**config.mk**
```make
export PLATFORM = sky130hd
export DESIGN_NAME = hit_judge_flat
export DESIGN_NICKNAME = d
export VERILOG_FILES = /design/src/rtl/dance_pkg.sv /design/src/rtl/hit_judge_if.sv /design/src/rtl/hit_judge_note_fifo.sv /design/src/rtl/hit_judge.sv /design/src/flat_wrapper.sv
export SDC_FILE = /design/constraint.sdc
export NUM_CORES = 1
export LEC_CHECK = 0
export ABC_CLOCK_PERIOD_IN_PS = 5400
export BUFFER_PORTS_ARGS = -buffer_cell sky130_fd_sc_hd__buf_4
export CAP_MARGIN = 5
export CORE_MARGIN = 1
export CORE_UTILIZATION = 57
export CTS_CLUSTER_SIZE = 25
export DETAILED_ROUTE_END_ITERATION = 16
export GPL_TIMING_DRIVEN = 0
export PLACE_DENSITY = 0.76
export SKIP_LAST_GASP = 1
export SLEW_MARGIN = 0
export SYNTH_ARGS = -nofsm -noshare
export SYNTH_HDL_FRONTEND = slang
export SYNTH_SLANG_ARGS = --single-unit
```
**constraint.sdc**
```tcl
create_clock -name clk -period 5.4 [get_ports clk]
set_input_delay 1.62 -clock clk [delete_from_list [all_inputs] [get_ports clk]]
set_output_delay 1.62 -clock clk [all_outputs]
set_load 0.01 [all_outputs]
```
**src/rtl/dance_pkg.sv**
```systemverilog
// Shared definitions for the dance-lane blocks: judgment codes seen by the score/streak
// updater, the judge's per-cycle action, and default timing parameters.
package dance_pkg;

    typedef enum logic [1:0] {
        JUDGE_NONE    = 2'b00,
        JUDGE_PERFECT = 2'b01,
        JUDGE_GOOD    = 2'b10,
        JUDGE_MISS    = 2'b11
    } judge_e;

    // What the judge does with the head note in a given cycle.
    typedef enum logic [1:0] {
        ACT_IDLE    = 2'b00,
        ACT_EXPIRE  = 2'b01,
        ACT_HIT     = 2'b10,
        ACT_DISCARD = 2'b11
    } act_e;

    localparam int TS_W_DEF        = 16;
    localparam int TRAVEL_DEF      = 500;
    localparam int PERFECT_WIN_DEF = 20;
    localparam int GOOD_WIN_DEF    = 60;
    localparam int DEPTH_DEF       = 4;

endpackage

```
**src/rtl/hit_judge_if.sv**
```systemverilog
// Lane-side signal bundle of the hit judge: timebase/spawn/button in, judgment and queue status out.
interface hit_judge_if #(
    parameter int DEPTH = dance_pkg::DEPTH_DEF
);
    import dance_pkg::*;

    localparam int CNT_W = $clog2(DEPTH) + 1;

    logic             tick_en;
    logic             note_spawn;
    logic             btn;
    judge_e           judge_sel;
    logic [CNT_W-1:0] pending_cnt;
    logic             q_full;
    logic             overflow_err;

    modport master (
        output tick_en, note_spawn, btn,
        input  judge_sel, pending_cnt, q_full, overflow_err
    );

    modport slave (
        input  tick_en, note_spawn, btn,
        output judge_sel, pending_cnt, q_full, overflow_err
    );

endinterface

```
**src/rtl/hit_judge_note_fifo.sv**
```systemverilog
// Synchronous FIFO of pending note target times; a push and a pop may share a cycle,
// including a push into a full FIFO that is being popped.
module note_fifo #(
    parameter int DEPTH = 4,
    parameter int W     = 16
) (
    input  logic                   clk,
    input  logic                   rst_n,
    input  logic                   push_i,
    input  logic                   pop_i,
    input  logic [W-1:0]           din_i,
    output logic [W-1:0]           head_o,
    output logic [$clog2(DEPTH):0] count_o,
    output logic                   full_o,
    output logic                   empty_o
);
    localparam int          AW       = $clog2(DEPTH);
    localparam logic [AW:0] FULL_CNT = (AW+1)'(DEPTH);

    logic [W-1:0]  mem_q [DEPTH];
    logic [AW-1:0] rd_q, rd_d;
    logic [AW-1:0] wr_q, wr_d;
    logic [AW:0]   cnt_q, cnt_d;
    logic          do_push;
    logic          do_pop;

    assign empty_o = (cnt_q == '0);
    assign full_o  = (cnt_q == FULL_CNT);
    assign do_pop  = pop_i && !empty_o;
    assign do_push = push_i && (!full_o || do_pop);
    assign head_o  = mem_q[rd_q];
    assign count_o = cnt_q;

    always_comb begin
        rd_d  = rd_q;
        wr_d  = wr_q;
        cnt_d = cnt_q;
        if (do_pop)  rd_d = rd_q + 1'b1;
        if (do_push) wr_d = wr_q + 1'b1;
        case ({do_push, do_pop})
            2'b10:   cnt_d = cnt_q + 1'b1;
            2'b01:   cnt_d = cnt_q - 1'b1;
            default: cnt_d = cnt_q;
        endcase
    end

    always_ff @(posedge clk or negedge rst_n) begin
        if (!rst_n) begin
            rd_q  <= '0;
            wr_q  <= '0;
            cnt_q <= '0;
        end else begin
            rd_q  <= rd_d;
            wr_q  <= wr_d;
            cnt_q <= cnt_d;
        end
    end

    // Storage needs no reset: the count alone says which entries are live.
    always_ff @(posedge clk) begin
        if (do_push) mem_q[wr_q] <= din_i;
    end

endmodule

```
**src/rtl/hit_judge.sv**
```systemverilog
// Timing judge for one dance lane: timestamps spawns, queues target times and grades
// button presses against the oldest pending note with a one-cycle judgment code.
module hit_judge
    import dance_pkg::*;
#(
    parameter int TS_W        = TS_W_DEF,
    parameter int TRAVEL      = TRAVEL_DEF,
    parameter int PERFECT_WIN = PERFECT_WIN_DEF,
    parameter int GOOD_WIN    = GOOD_WIN_DEF,
    parameter int DEPTH       = DEPTH_DEF
) (
    input  logic       clk,
    input  logic       reset,
    hit_judge_if.slave bus
);
    localparam int                     CNT_W    = $clog2(DEPTH) + 1;
    localparam logic [TS_W-1:0]        TRAVEL_U = TS_W'(TRAVEL);
    localparam logic [TS_W-1:0]        PERF_U   = TS_W'(PERFECT_WIN);
    localparam logic [TS_W-1:0]        GOOD_U   = TS_W'(GOOD_WIN);
    localparam logic signed [TS_W-1:0] GOOD_S   = TS_W'(GOOD_WIN);

    function automatic logic [TS_W-1:0] abs_ts(input logic signed [TS_W-1:0] v);
        logic [TS_W-1:0] u;
        u = v;
        return v[TS_W-1] ? (~u + 1'b1) : u;
    endfunction

    logic [TS_W-1:0]        now_q, now_d;
    logic                   btn_q;
    logic                   press_q, press_d;
    judge_e                 judge_q, judge_d;
    logic                   ovf_q, ovf_d;

    logic [TS_W-1:0]        head;
    logic [CNT_W-1:0]       count;
    logic                   full;
    logic                   empty;
    logic signed [TS_W-1:0] diff;
    logic [TS_W-1:0]        mag;
    logic                   rise;
    logic                   pop;
    logic                   push;
    act_e                   act;

    note_fifo #(
        .DEPTH (DEPTH),
        .W     (TS_W)
    ) u_fifo (
        .clk     (clk),
        .rst_n   (reset),
        .push_i  (push),
        .pop_i   (pop),
        .din_i   (now_q + TRAVEL_U),
        .head_o  (head),
        .count_o (count),
        .full_o  (full),
        .empty_o (empty)
    );

    // Modular difference; the travel/window bound keeps it unambiguous across wrap.
    assign diff = $signed(now_q - head);
    assign mag  = abs_ts(diff);
    assign rise = bus.btn & ~btn_q;

    always_comb begin
        act = ACT_IDLE;
        if (!empty && diff > GOOD_S)
            act = ACT_EXPIRE;
        else if (press_q && !empty && mag <= GOOD_U)
            act = ACT_HIT;
        else if (press_q && (empty || diff < -GOOD_S))
            act = ACT_DISCARD;
    end

    always_comb begin
        case (act)
            ACT_EXPIRE: judge_d = JUDGE_MISS;
            ACT_HIT:    judge_d = (mag <= PERF_U) ? JUDGE_PERFECT : JUDGE_GOOD;
            default:    judge_d = JUDGE_NONE;
        endcase
    end

    assign pop   = (act == ACT_EXPIRE) || (act == ACT_HIT);
    assign push  = bus.note_spawn && (!full || pop);
    assign ovf_d = ovf_q | (bus.note_spawn & full & ~pop);
    assign now_d = bus.tick_en ? now_q + 1'b1 : now_q;

    // A fresh edge always arms; an expiry leaves an armed press for the next cycle.
    always_comb begin
        press_d = press_q;
        if (rise)
            press_d = 1'b1;
        else if (act == ACT_HIT || act == ACT_DISCARD)
            press_d = 1'b0;
    end

    always_ff @(posedge clk or negedge reset) begin
        if (!reset) begin
            now_q   <= '0;
            btn_q   <= 1'b0;
            press_q <= 1'b0;
            judge_q <= JUDGE_NONE;
            ovf_q   <= 1'b0;
        end else begin
            now_q   <= now_d;
            btn_q   <= bus.btn;
            press_q <= press_d;
            judge_q <= judge_d;
            ovf_q   <= ovf_d;
        end
    end

    assign bus.judge_sel    = judge_q;
    assign bus.pending_cnt  = count;
    assign bus.q_full       = full;
    assign bus.overflow_err = ovf_q;

endmodule

```
**src/flat_wrapper.sv**
```systemverilog
// flat-port wrapper written by rule: the top's interface ports become plain ports
module hit_judge_flat import dance_pkg::*;
#(
    parameter int TS_W        = TS_W_DEF,
    parameter int TRAVEL      = TRAVEL_DEF,
    parameter int PERFECT_WIN = PERFECT_WIN_DEF,
    parameter int GOOD_WIN    = GOOD_WIN_DEF,
    parameter int DEPTH       = DEPTH_DEF
)
  (clk, reset, bus_tick_en, bus_note_spawn, bus_btn, bus_judge_sel, bus_pending_cnt, bus_q_full, bus_overflow_err);
  hit_judge_if #(.DEPTH(DEPTH)) bus_i ();
  input  logic clk;
  input  logic reset;
  input wire logic [$bits(bus_i.tick_en)-1:0] bus_tick_en;
  input wire logic [$bits(bus_i.note_spawn)-1:0] bus_note_spawn;
  input wire logic [$bits(bus_i.btn)-1:0] bus_btn;
  output wire logic [$bits(bus_i.judge_sel)-1:0] bus_judge_sel;
  output wire logic [$bits(bus_i.pending_cnt)-1:0] bus_pending_cnt;
  output wire logic [$bits(bus_i.q_full)-1:0] bus_q_full;
  output wire logic [$bits(bus_i.overflow_err)-1:0] bus_overflow_err;
  assign bus_i.tick_en = bus_tick_en;
  assign bus_i.note_spawn = bus_note_spawn;
  assign bus_i.btn = bus_btn;
  assign bus_judge_sel = bus_i.judge_sel;
  assign bus_pending_cnt = bus_i.pending_cnt;
  assign bus_q_full = bus_i.q_full;
  assign bus_overflow_err = bus_i.overflow_err;
  hit_judge #(.TS_W(TS_W), .TRAVEL(TRAVEL), .PERFECT_WIN(PERFECT_WIN), .GOOD_WIN(GOOD_WIN), .DEPTH(DEPTH)) u_core (.clk(clk), .reset(reset), .bus(bus_i));
endmodule
```
==> results of run 1 <==
## metal layers
layer / global-route usage (%) / vias up
met5: 0 / -
met4: 13.57 / 0
met3: 4.006 / 22
met2: 41.56 / 114
met1: 31.88 / 1931
li1: - / 1837
## critical path: stages, from the launching register on
cell and delay, ps:
dfrtp_1 370, buf_8 130, buf_12 140, mux4_2 530, ha_4 190, inv_2 50
fa_2 270, buf_6 140, nand2b_4 120, o31ai_2 60, a211oi_2 290, a21boi_4 230
nand2_1 70, o41ai_2 330, a21boi_1 130, or4_4 580, o31a_1 350, ha_4 240
nor2b_4 150, nor2b_4 60, inv_2 60, ha_4 120, inv_2 40, fa_2 340
xor2_1 150, nor2_1 110, xor2_1 150
## flip-flops by register name (all words and copies together), names as in the netlist
register,count
u_core.u_fifo.wr_q,2
u_core.u_fifo.rd_q,2
u_core.now_q,16
u_core.press_q,1
u_core.u_fifo.mem_q,64
u_core.btn_q,1
u_core.bus.judge_sel,2
u_core.bus.overflow_err,1
u_core.u_fifo.count_o,3
## synthesized netlist by cell type (all sizes together) (6+ instances only)
| master | number |
|---|---|
| o21a | 6 |
| clkbuf | 10 |
| nor3 | 9 |
| edfxtp | 64 |
| nand3 | 10 |
| dfrtp | 28 |
| a211oi | 7 |
| xor2 | 21 |
| nor2b | 7 |
| and2 | 6 |
| buf | 13 |
| mux4 | 16 |
| o21ai | 18 |
| nor2 | 21 |
| nand2 | 39 |
| xnor2 | 25 |
| inv | 27 |
| a21oi | 19 |
| ha | 25 |
## placed cells by master (no fill, tap or decap), drive strengths merged, types with 4 or more instances in the layout
cell,count
nand2,39
nand3,10
ha,25
nand4,5
or4,5
o211ai,4
o31ai,4
xnor2,25
nor3,9
o21a,6
clkbuf,19
a211o,4
o21ai,18
nor2,21
a21oi,19
a211oi,7
nor2b,7
a21boi,5
o211a,4
dfrtp,28
nand2b,5
mux4,16
inv,29
xor2,21
and2,7
edfxtp,64
and3,5
or3,5
buf,55
## path summary, 6_finish.rpt
path	from	endpoint	slack (ps)	cells past startpoint
max reg2reg	u_core.u_fifo.rd_q[0]	u_core.u_fifo.count_o[2]	-60	26
max	u_core.u_fifo.rd_q[0]	u_core.u_fifo.count_o[2]	-60	26
max in group asynchronous	reset	u_core.u_fifo.rd_q[1]	3910	1
min	u_core.btn_q	u_core.press_q	430	1
min reg2reg	u_core.btn_q	u_core.press_q	430	1
min in group asynchronous	reset	u_core.bus.judge_sel[0]	1160	1
## cell type report
type / count / area [µm²] / area share (%)
Inverter: 27 / 101.3 / 1.547
Sequential cell: 92 / 2624 / 40.04
Timing Repair Buffer: 43 / 376.6 / 5.748
Buffer: 21 / 157.7 / 2.406
Multi-Input combinational cell: 325 / 2933 / 44.76
Clock buffer: 10 / 127.6 / 1.948
Clock inverter: 6 / 71.32 / 1.088
Tap cell: 129 / 161.4 / 2.463
## cell families after synthesis
family / after synthesis / share of synthesized area [%]
multiplexers: 20 / 7.529
buffers and inverters: 50 / 4.006
AND/OR/NAND/NOR: 134 / 13.06
XOR/XNOR: 46 / 7.553
adder cells (fa/ha/maj): 27 / 6.493
AO/OA/AOI/OAI: 97 / 13.10
flip-flops: 92 / 48.26
## per-stage QoR
stage / utilization [%] / worst slack, ps / area [µm²] / setup TNS, ps
after global routing: 70.91 / -320.1 / 6553 / -2870
after CTS: 68.53 / -41.93 / 6332 / -41.93
after floorplan: - / 1.045 / 5472 / 0
after detailed placement: 61.86 / -939.7 / 5715 / -59840
after global placement: 61.86 / -811.5 / 5715 / -50390
final: 70.91 / -62.07 / 6553 / -62.07
## timing repair
action	4_1_cts	5_1_grt
setup endpoints to repair	68	66
pin swaps	23	27
hold buffers	0	0
gates resized for setup	67	18
setup buffers	18	14
gates cloned	0	1
==> summary.md, run 1 <==
| Metric | Value |
|---|---|
| WP data arrival | `5750 ps` |
| Vias in the first global route | `3814` |
| Htree depth | `3` |
| CTS Buffer Depth | `2` |
| Critical path class | `register to register` |
| Syn nets | `498` |
| Mapped Avg Cell Area | `11.66 µm²` |
| Hold Violations, Final | `0` |
| Post-Place Cells | `606` |
| Mapped Cells | `466` |
| Core Rows | `35` |
| Post-DP HPWL | `roughly 7.5 mm` |
| CP Data Required Time | `5690 ps` |
| Worst rel slew slack | `around three fifths` |
| Diode count | `0` |
| CTS root buf | `clkbuf_8` |
| GRT Util Overall | `between 20% and 30%` |
| Core area | `9240 µm²` |
| Synth warn | `0` |
| Share of post-route cells with drive strength above 1 | `29.77%` |
| PnR worst setup slack | `-62.07 ps` |
| Worst slew pin tran | `around 600 ps` |
| Status | `finished with violations` |
| Die area | `9928 µm²` |
| Die height | `99.64 µm` |
| #FFs+latches synth | `92` |
| Initial antenna violation count | `0` |
| Sequential area share after synthesis | `48.26%` |
| Wire per inst | `about 18 µm` |
| Remaining DRCs | `0` |
| Drt pass-1 iters | `5` |
| Global-route wire length before repair | `~19 mm` |
| Final GP Congestion | `0.9066` |
| Starting DRT DRC Count | `slightly below 300` |
| Crit path time final | `between 5000 and 6000 ps` |
| Clk Latency, worst-skew pair | `370 ps` |
| CP Capture Type | `register` |
| Top_reg_cell synth | `edfxtp_1` |
| Metal-1 WL | `5.265 mm` |
| Async set-reset flop share out of synthesis | `30.43%` |
| Final Net Count | `roughly 550` |
| Synth top area share | `35.37%` |
| Post-DRT Antenna Nets | `0` |
| Element type at the critical path start | `register` |
| Cts bufs inserted | `9` |
| Pins Over Slew Limit | `0` |
| RSZ-0062 raised after global routing | `yes` |
| CTS tree | `done` |
| IO buf count | `11` |
| Maxcap violations | `0` |
| Pin count of the biggest net entering global routing | `29` |
| Crit path max fanout | `7` |
| Area delta synth->final | `20.58%` |
| # IOs | `12` |
| Post-synth EDFFs | `64` |
| Drt via density | `around 6` |
| Horiz. Die Dim | `99.64 µm` |
| Non-Filler Instances | `roughly 650` |
| Hold WC Path Type | `register to register` |
| Top cells by area, synth | `edfxtp_1, dfrtp_1, mux4_2` |
| Final setup vio count | `1` |
| Failing checks | `negative setup slack` |
| Congestion Overflow GR | `0` |
| Starting Density | `58.81%` |
| Wire length on met2 | `5.901 mm` |
| Hold slack | `about 430 ps` |
| Vias | `3904` |
| Yosys cell types | `74` |
| Clk sinks | `just over 90` |
| Met3 wire length | `415 µm` |
| Max Freq | `around 0.18 GHz` |
| Layout Skew | `17.55 ps` |
| Top sig layer | `met4` |
| Synthesized area | `5434 µm²` |
| Area leader, netlist | `edfxtp_1` |
| WL final | `11.98 mm` |
| Fill cells | `600` |
| Reg clk slew, reported paths | `90 ps` |
| Period utilisation layout | `101.1%` |
Power of run 1 is not shown: default switching activity piles up to over one toggle a cycle in this logic, so the estimate is an artifact.
==> run 2, diff against run 1 <==
--- a/config.mk
+++ b/config.mk
@@ -14,6 +14,7 @@
 export DETAILED_ROUTE_END_ITERATION = 16
 export GPL_TIMING_DRIVEN = 0
 export PLACE_DENSITY = 0.76
+export REMOVE_ABC_BUFFERS = 1
 export SKIP_LAST_GASP = 1
 export SLEW_MARGIN = 0
 export SYNTH_ARGS = -nofsm -noshare
==> summary.md, run 2 (synthesis gave the netlist of run 1 again) <==
| Metric | Value |
|---|---|
| Reg2reg path depth | `24 (-7.7%)` |
| Clk Latency, worst-skew pair | `360 ps (about the same)` |
| IO buf count | `11 (unchanged)` |
| Crit path max fanout | `7 (unchanged)` |
| Number of flip-flops in the largest register | `64 (unchanged)` |
| Drt pass-1 iters | `5 (unchanged)` |
| Crit path to | `u_core.u_fifo.count_o[2]` |
| Die height | `99.64 µm (unchanged)` |
| Reg clk slew, reported paths | `90 ps (about the same)` |
| Hold Violations, Final | `0 (unchanged)` |
| Hold WC Path Type | `register to register` |
| Reg2Reg Launch Point | `u_core.u_fifo.rd_q[0]` |
| CTS root buf | `clkbuf_8` |
| Post-DP HPWL | `7.313 mm (-2.4%)` |
| Most common cell after layout, fill and taps aside | `edfxtp_1` |
| Min-Delay Path Depth | `1 (unchanged)` |
| Status | `finished with violations` |
| Fill cells | `562 (-6.3%)` |
| Failing checks | `negative setup slack` |
| Pin count of the biggest net entering global routing | `29 (unchanged)` |
| WL final | `12.73 mm (+6.3%)` |
| Diode count | `0 (unchanged)` |
| Critical-path cell list | `mux4_2, ha_2, inv_1, fa_2, a211oi_4, buf_4, o211ai_1, a221oi_4, buf_12, buf_8, or4_4, o32ai_4, or4_4, o31ai_4, ha_4, nor2b_4, nor2b_4, inv_2, ha_4, inv_2, fa_2, xor2_1, nor2_1, xor2_1` |
| Commonest cells after routing, fill and taps aside | `edfxtp_1, buf_4, nand2_1` |
| Worst slew pin tran | `554.1 ps (-32.68 ps)` |
| Layout Skew | `9.012 ps (-8.540 ps)` |
| RR Endpoint | `u_core.u_fifo.count_o[2]` |
| Htree depth | `3 (unchanged)` |
| Die area | `9928 µm² (unchanged)` |
| Element type at the critical path start | `register` |
| Hold Path Origin | `u_core.btn_q` |
| Starting DRT DRC Count | `247 (-15%)` |
| R2r setup slk | `-130 ps (-70 ps)` |
| Drt via density | `6.190 (+3.5%)` |
| Most flops, register | `u_core.u_fifo.mem_q` |
| Worst path max stage delay | `580 ps (about the same)` |
| Clk sinks | `92 (unchanged)` |
| Non-Filler Instances | `647 (-0.92%)` |
| Crit path time final | `5533 ps (+71.31 ps)` |
| PnR worst setup slack | `-133.4 ps (-71.31 ps)` |
| Post-DRT Antenna Nets | `0 (unchanged)` |
| # IOs | `12 (unchanged)` |
| Vias in the first global route | `3957 (+3.7%)` |
| Critical path class | `register to register` |
| RSZ-0062 raised after global routing | `yes` |
| Area delta synth->final | `24.04%` |
| CP Capture Type | `register` |
| Remaining DRCs | `0 (unchanged)` |
| Share of post-route cells with drive strength above 1 | `34.94% (+5.2 points)` |
| Pins Over Slew Limit | `0 (unchanged)` |
| Worst rel slew slack | `62.98% (+2.2 points)` |
| Maxcap violations | `0 (unchanged)` |
| Register area | `2630 µm² (+0.24%)` |
| CTS tree | `done` |
| Final GP Congestion | `0.8884 (-2.0%)` |
| Wire per inst | `19.67 µm (+7.2%)` |
| Core area | `9240 µm² (unchanged)` |
| Starting Density | `58.81% (unchanged)` |
| WP data arrival | `5820 ps (+70 ps)` |
| Critical Path Start | `u_core.u_fifo.rd_q[0]` |
| GRT Util Overall | `26.05% (+0.94 points)` |
| Congestion Overflow GR | `0 (unchanged)` |
| Cts hold-fix bufs | `0 (unchanged)` |
| Vias | `4005 (+2.6%)` |
| Area of the multi-input gates | `3159 µm² (+7.7%)` |
| Cts bufs inserted | `9 (unchanged)` |
| Final Net Count | `545 (-1.1%)` |
| Post-Place Cells | `583 (-3.8%)` |
| CP max-delay cell | `or4_4` |
| Final setup vio count | `1 (unchanged)` |
| Max Freq | `0.1807 GHz (-1.3%)` |
| Global-route wire length before repair | `19.63 mm (+3.8%)` |
| CTS Buffer Depth | `2 (unchanged)` |
| CP Data Required Time | `5690 ps (about the same)` |
| Initial antenna violation count | `0 (unchanged)` |
| Core Rows | `35 (unchanged)` |
| Horiz. Die Dim | `99.64 µm (unchanged)` |
| Period utilisation layout | `102.5% (+1.3 points)` |
-- run 2: cell count changes in the layout (fill, tap and decap cells not counted), sizes merged --
cell	delta
clkbuf	-8
buf	+4
and2	-1
bufinv	-1
clkinv	-1
inv	+1
-- run 2: metal layers --
layer,part of all wire (%),vias to the layer above,track usage (%)
met3,4.6,36,4.919
met5,0,-,0
li1,-,1825,-
met4,3.9,0,10.07
met1,41,2014,32.11
met2,50,130,45.51
-- run 2: layout make-up --
class                           count  area share, %
Sequential cell                    92          39.02
Clock inverter                      5         0.6126
Tap cell                          129          2.395
Inverter                           27          1.504
Clock buffer                       11          2.265
Timing Repair Buffer               59          7.332
Multi-Input combinational cell    324          46.87
-- run 2: per-stage QoR --
step | TNS [ps] | hold WS (ps) | setup WS (ps) | instance area, µm² | util (%)
3_3_place_gp | -144050 | 423.3 | -2069 | 5562 | 60.19
6_report | -133.4 | 450.1 | -133.4 | 6740 | 72.95
4_1_cts | 0 | 459.2 | 10.43 | 6362 | 68.86
2_1_floorplan | -34050 | 399.6 | -632.7 | 5318 | -
3_5_place_dp | -146440 | 432.2 | -2114 | 5562 | 60.19
5_1_grt | -5866 | 482.6 | -372.5 | 6740 | 72.95
-- run 2: worst max-delay path: cells and delay by family (launching register included) --
kind / cells / cell delay, ps
xor gates and xnor gates: 2 / 310
muxes: 1 / 360
and+or+nand+nor: 5 / 1030
buffers and inverters: 6 / 610
DFF: 1 / 570
AOI/OAI and AO/OA: 5 / 1300
adders and majority gates: 5 / 1290
-- run 2: what timing repair did --
action | in CTS | in global routing
resized for setup | 70 | 60
endpoints found under the setup margin | 75 | 66
pin swaps | 23 | 23
setup buffers | 36 | 13
-- run 2: worst min-delay path by stage --
stage	end	slack (ps)
floorplan	u_core.press_q	400
global placement	u_core.press_q	420
detailed placement	u_core.press_q	430
CTS	u_core.press_q	460
global route	u_core.press_q	480
finish	u_core.press_q	450
Power of run 2 is left out for the same reason.
==> run 3, diff against run 2 <==
--- a/config.mk
+++ b/config.mk
@@ -8,12 +8,14 @@
 export ABC_CLOCK_PERIOD_IN_PS = 5400
 export BUFFER_PORTS_ARGS = -buffer_cell sky130_fd_sc_hd__buf_4
 export CAP_MARGIN = 5
+export CELL_PAD_IN_SITES_DETAIL_PLACEMENT = 2
+export CELL_PAD_IN_SITES_GLOBAL_PLACEMENT = 2
 export CORE_MARGIN = 1
-export CORE_UTILIZATION = 57
+export CORE_UTILIZATION = 39
 export CTS_CLUSTER_SIZE = 25
 export DETAILED_ROUTE_END_ITERATION = 16
 export GPL_TIMING_DRIVEN = 0
-export PLACE_DENSITY = 0.76
+export PLACE_DENSITY_LB_ADDON = 0.1
 export REMOVE_ABC_BUFFERS = 1
 export SKIP_LAST_GASP = 1
 export SLEW_MARGIN = 0
==> summary.md, run 3 (synthesis gave the netlist of run 1 again) <==
| Metric | Value |
|---|---|
| Register area | `2630 µm² (unchanged)` |
| Cts bufs inserted | `9 (unchanged)` |
| Crit path time final | `5746 ps (+212.9 ps)` |
| Commonest cells after routing, fill and taps aside | `edfxtp_1, buf_4, nand2_1` |
| Post-DRT Antenna Nets | `0 (unchanged)` |
| Hold Path Origin | `u_core.btn_q` |
| CTS root buf | `clkbuf_16` |
| Vias in the first global route | `4288 (+8.4%)` |
| Non-Filler Instances | `696 (+7.6%)` |
| Crit path max fanout | `7 (unchanged)` |
| Critical Path Start | `u_core.u_fifo.rd_q[0]` |
| Fill cells | `1307 (+130%)` |
| Global-route wire length before repair | `24.18 mm (+23%)` |
| GRT Util Overall | `22.66% (-3.4 points)` |
| Pin count of the biggest net entering global routing | `29 (unchanged)` |
| Drt via density | `5.812 (-6.1%)` |
| Failing checks | `negative setup slack` |
| Horiz. Die Dim | `120.0 µm (+20%)` |
| Wire per inst | `24.96 µm (+27%)` |
| Number of flip-flops in the largest register | `64 (unchanged)` |
| Drt pass-1 iters | `4 (-1)` |
| Worst slew pin tran | `608.6 ps (+54.46 ps)` |
| Most flops, register | `u_core.u_fifo.mem_q` |
| Initial antenna violation count | `0 (unchanged)` |
| Final GP Congestion | `0.8362 (-5.9%)` |
| Pins Over Slew Limit | `0 (unchanged)` |
| CTS tree | `done` |
| IO buf count | `11 (unchanged)` |
| WL final | `17.37 mm (+36%)` |
| Final Net Count | `548 (+0.55%)` |
| Congestion Overflow GR | `0 (unchanged)` |
| Starting Density | `40.55% (-18 points)` |
| Htree depth | `3 (unchanged)` |
| Reg2Reg Launch Point | `u_core.u_fifo.rd_q[0]` |
| Share of post-route cells with drive strength above 1 | `33.08% (-1.9 points)` |
| Status | `finished with violations` |
| Period utilisation layout | `106.4% (+3.9 points)` |
| CTS Buffer Depth | `2 (unchanged)` |
| CP Capture Type | `register` |
| Clk sinks | `92 (unchanged)` |
| Vias | `4045 (+1.0%)` |
| Diode count | `0 (unchanged)` |
| Critical path class | `register to register` |
| Die area | `14410 µm² (+45%)` |
| Element type at the critical path start | `register` |
| Area of the multi-input gates | `3024 µm² (-4.3%)` |
| Cts hold-fix bufs | `0 (unchanged)` |
| Starting DRT DRC Count | `191 (-23%)` |
| Reg clk slew, reported paths | `70 ps (-20 ps)` |
| Maxcap violations | `0 (unchanged)` |
| Final setup vio count | `66 (+65)` |
| Core area | `13400 µm² (+45%)` |
| Hold Violations, Final | `0 (unchanged)` |
| Area delta synth->final | `26.66%` |
| Layout Skew | `10.16 ps (+1.151 ps)` |
| CP Data Required Time | `5670 ps (-20 ps)` |
| Remaining DRCs | `0 (unchanged)` |
| Max Freq | `0.1740 GHz (-3.7%)` |
| PnR worst setup slack | `-346.2 ps (-212.9 ps)` |
| # IOs | `12 (unchanged)` |
| Post-Place Cells | `630 (+8.1%)` |
| WP data arrival | `6020 ps (+200 ps)` |
| Clk Latency, worst-skew pair | `350 ps (about the same)` |
| Post-DP HPWL | `9.549 mm (+31%)` |
| Most common cell after layout, fill and taps aside | `edfxtp_1` |
| Hold WC Path Type | `register to register` |
| RSZ-0062 raised after global routing | `yes` |
| Die height | `120.0 µm (+20%)` |
| Core Rows | `42 (+20%)` |
| Worst rel slew slack | `59.35% (-3.6 points)` |
-- run 3: cell types whose count changed in the layout (fill, tap and decap cells not counted), sizes merged --
cell	previous run	this run
clkinvlp	2	1
bufinv	0	1
inv	30	29
buf	59	61
clkbuf	11	10
clkinv	0	2
-- run 3: stage by stage --
stage | hold WS, ps | TNS (ps) | utilization, % | worst slack (ps) | area (µm²)
2_1_floorplan | 399.6 | -34050 | - | -632.7 | 5318
3_3_place_gp | 418.0 | -167510 | 41.94 | -2422 | 5620
3_5_place_dp | 424.0 | -173480 | 41.94 | -2488 | 5620
4_1_cts | 433.0 | -1628 | 47.84 | -222.1 | 6411
5_1_grt | 454.2 | -14950 | 51.36 | -490.2 | 6883
6_report | 428.9 | -8762 | 51.36 | -346.2 | 6883
-- run 3: worst max-delay path: stages (launching register included) --
cell      delay [ps]
dfrtp_4          510
buf_8            150
buf_12           120
mux4_2           420
inv_2            100
ha_4             220
o211ai_1         310
buf_4            190
o211ai_1         150
a221oi_4         450
buf_6            200
nand3b_1         110
or4_1            540
o221ai_2         320
nand2b_1         150
o31a_1           170
ha_4             280
nor2b_4          160
nor2b_4           60
inv_2             70
ha_4             140
inv_2             40
fa_2             330
xor2_1           150
nor2_1           120
xor2_1           160
-- run 3: worst paths after layout --
path	end	slack (ps)	cells past startpoint
setup / recovery	u_core.u_fifo.count_o[2]	-350	25
hold / removal	u_core.press_q	430	1
setup reg to reg	u_core.u_fifo.count_o[2]	-350	25
hold reg to reg	u_core.press_q	430	1
max in group asynchronous	u_core.u_fifo.rd_q[0]	3820	1
min in group asynchronous	u_core.bus.judge_sel[1]	1220	1
-- run 3: layer usage --
metal	vias to the layer above	share of wire, %	track usage [%]
li1	1826	-	-
met1	2129	43	28.49
met2	58	51	39.48
met3	32	1.8	3.802
met4	0	4.1	7.187
met5	-	0	0
-- run 3: layout make-up --
class,instances,share of cell area (%)
clock buffer,9,3.272
sequential,92,38.21
multi-input combinational,324,43.94
tap,176,3.199
clock inverter,6,0.9271
inverter,27,1.472
timing repair buffer,62,8.980
-- run 3: what timing repair did --
action	CTS	global route
setup endpoints to repair	75	67
resized for setup	69	36
pin swaps	18	26
buffers inserted	22	30
cloned	0	1
Power of run 3 is left out for the same reason.
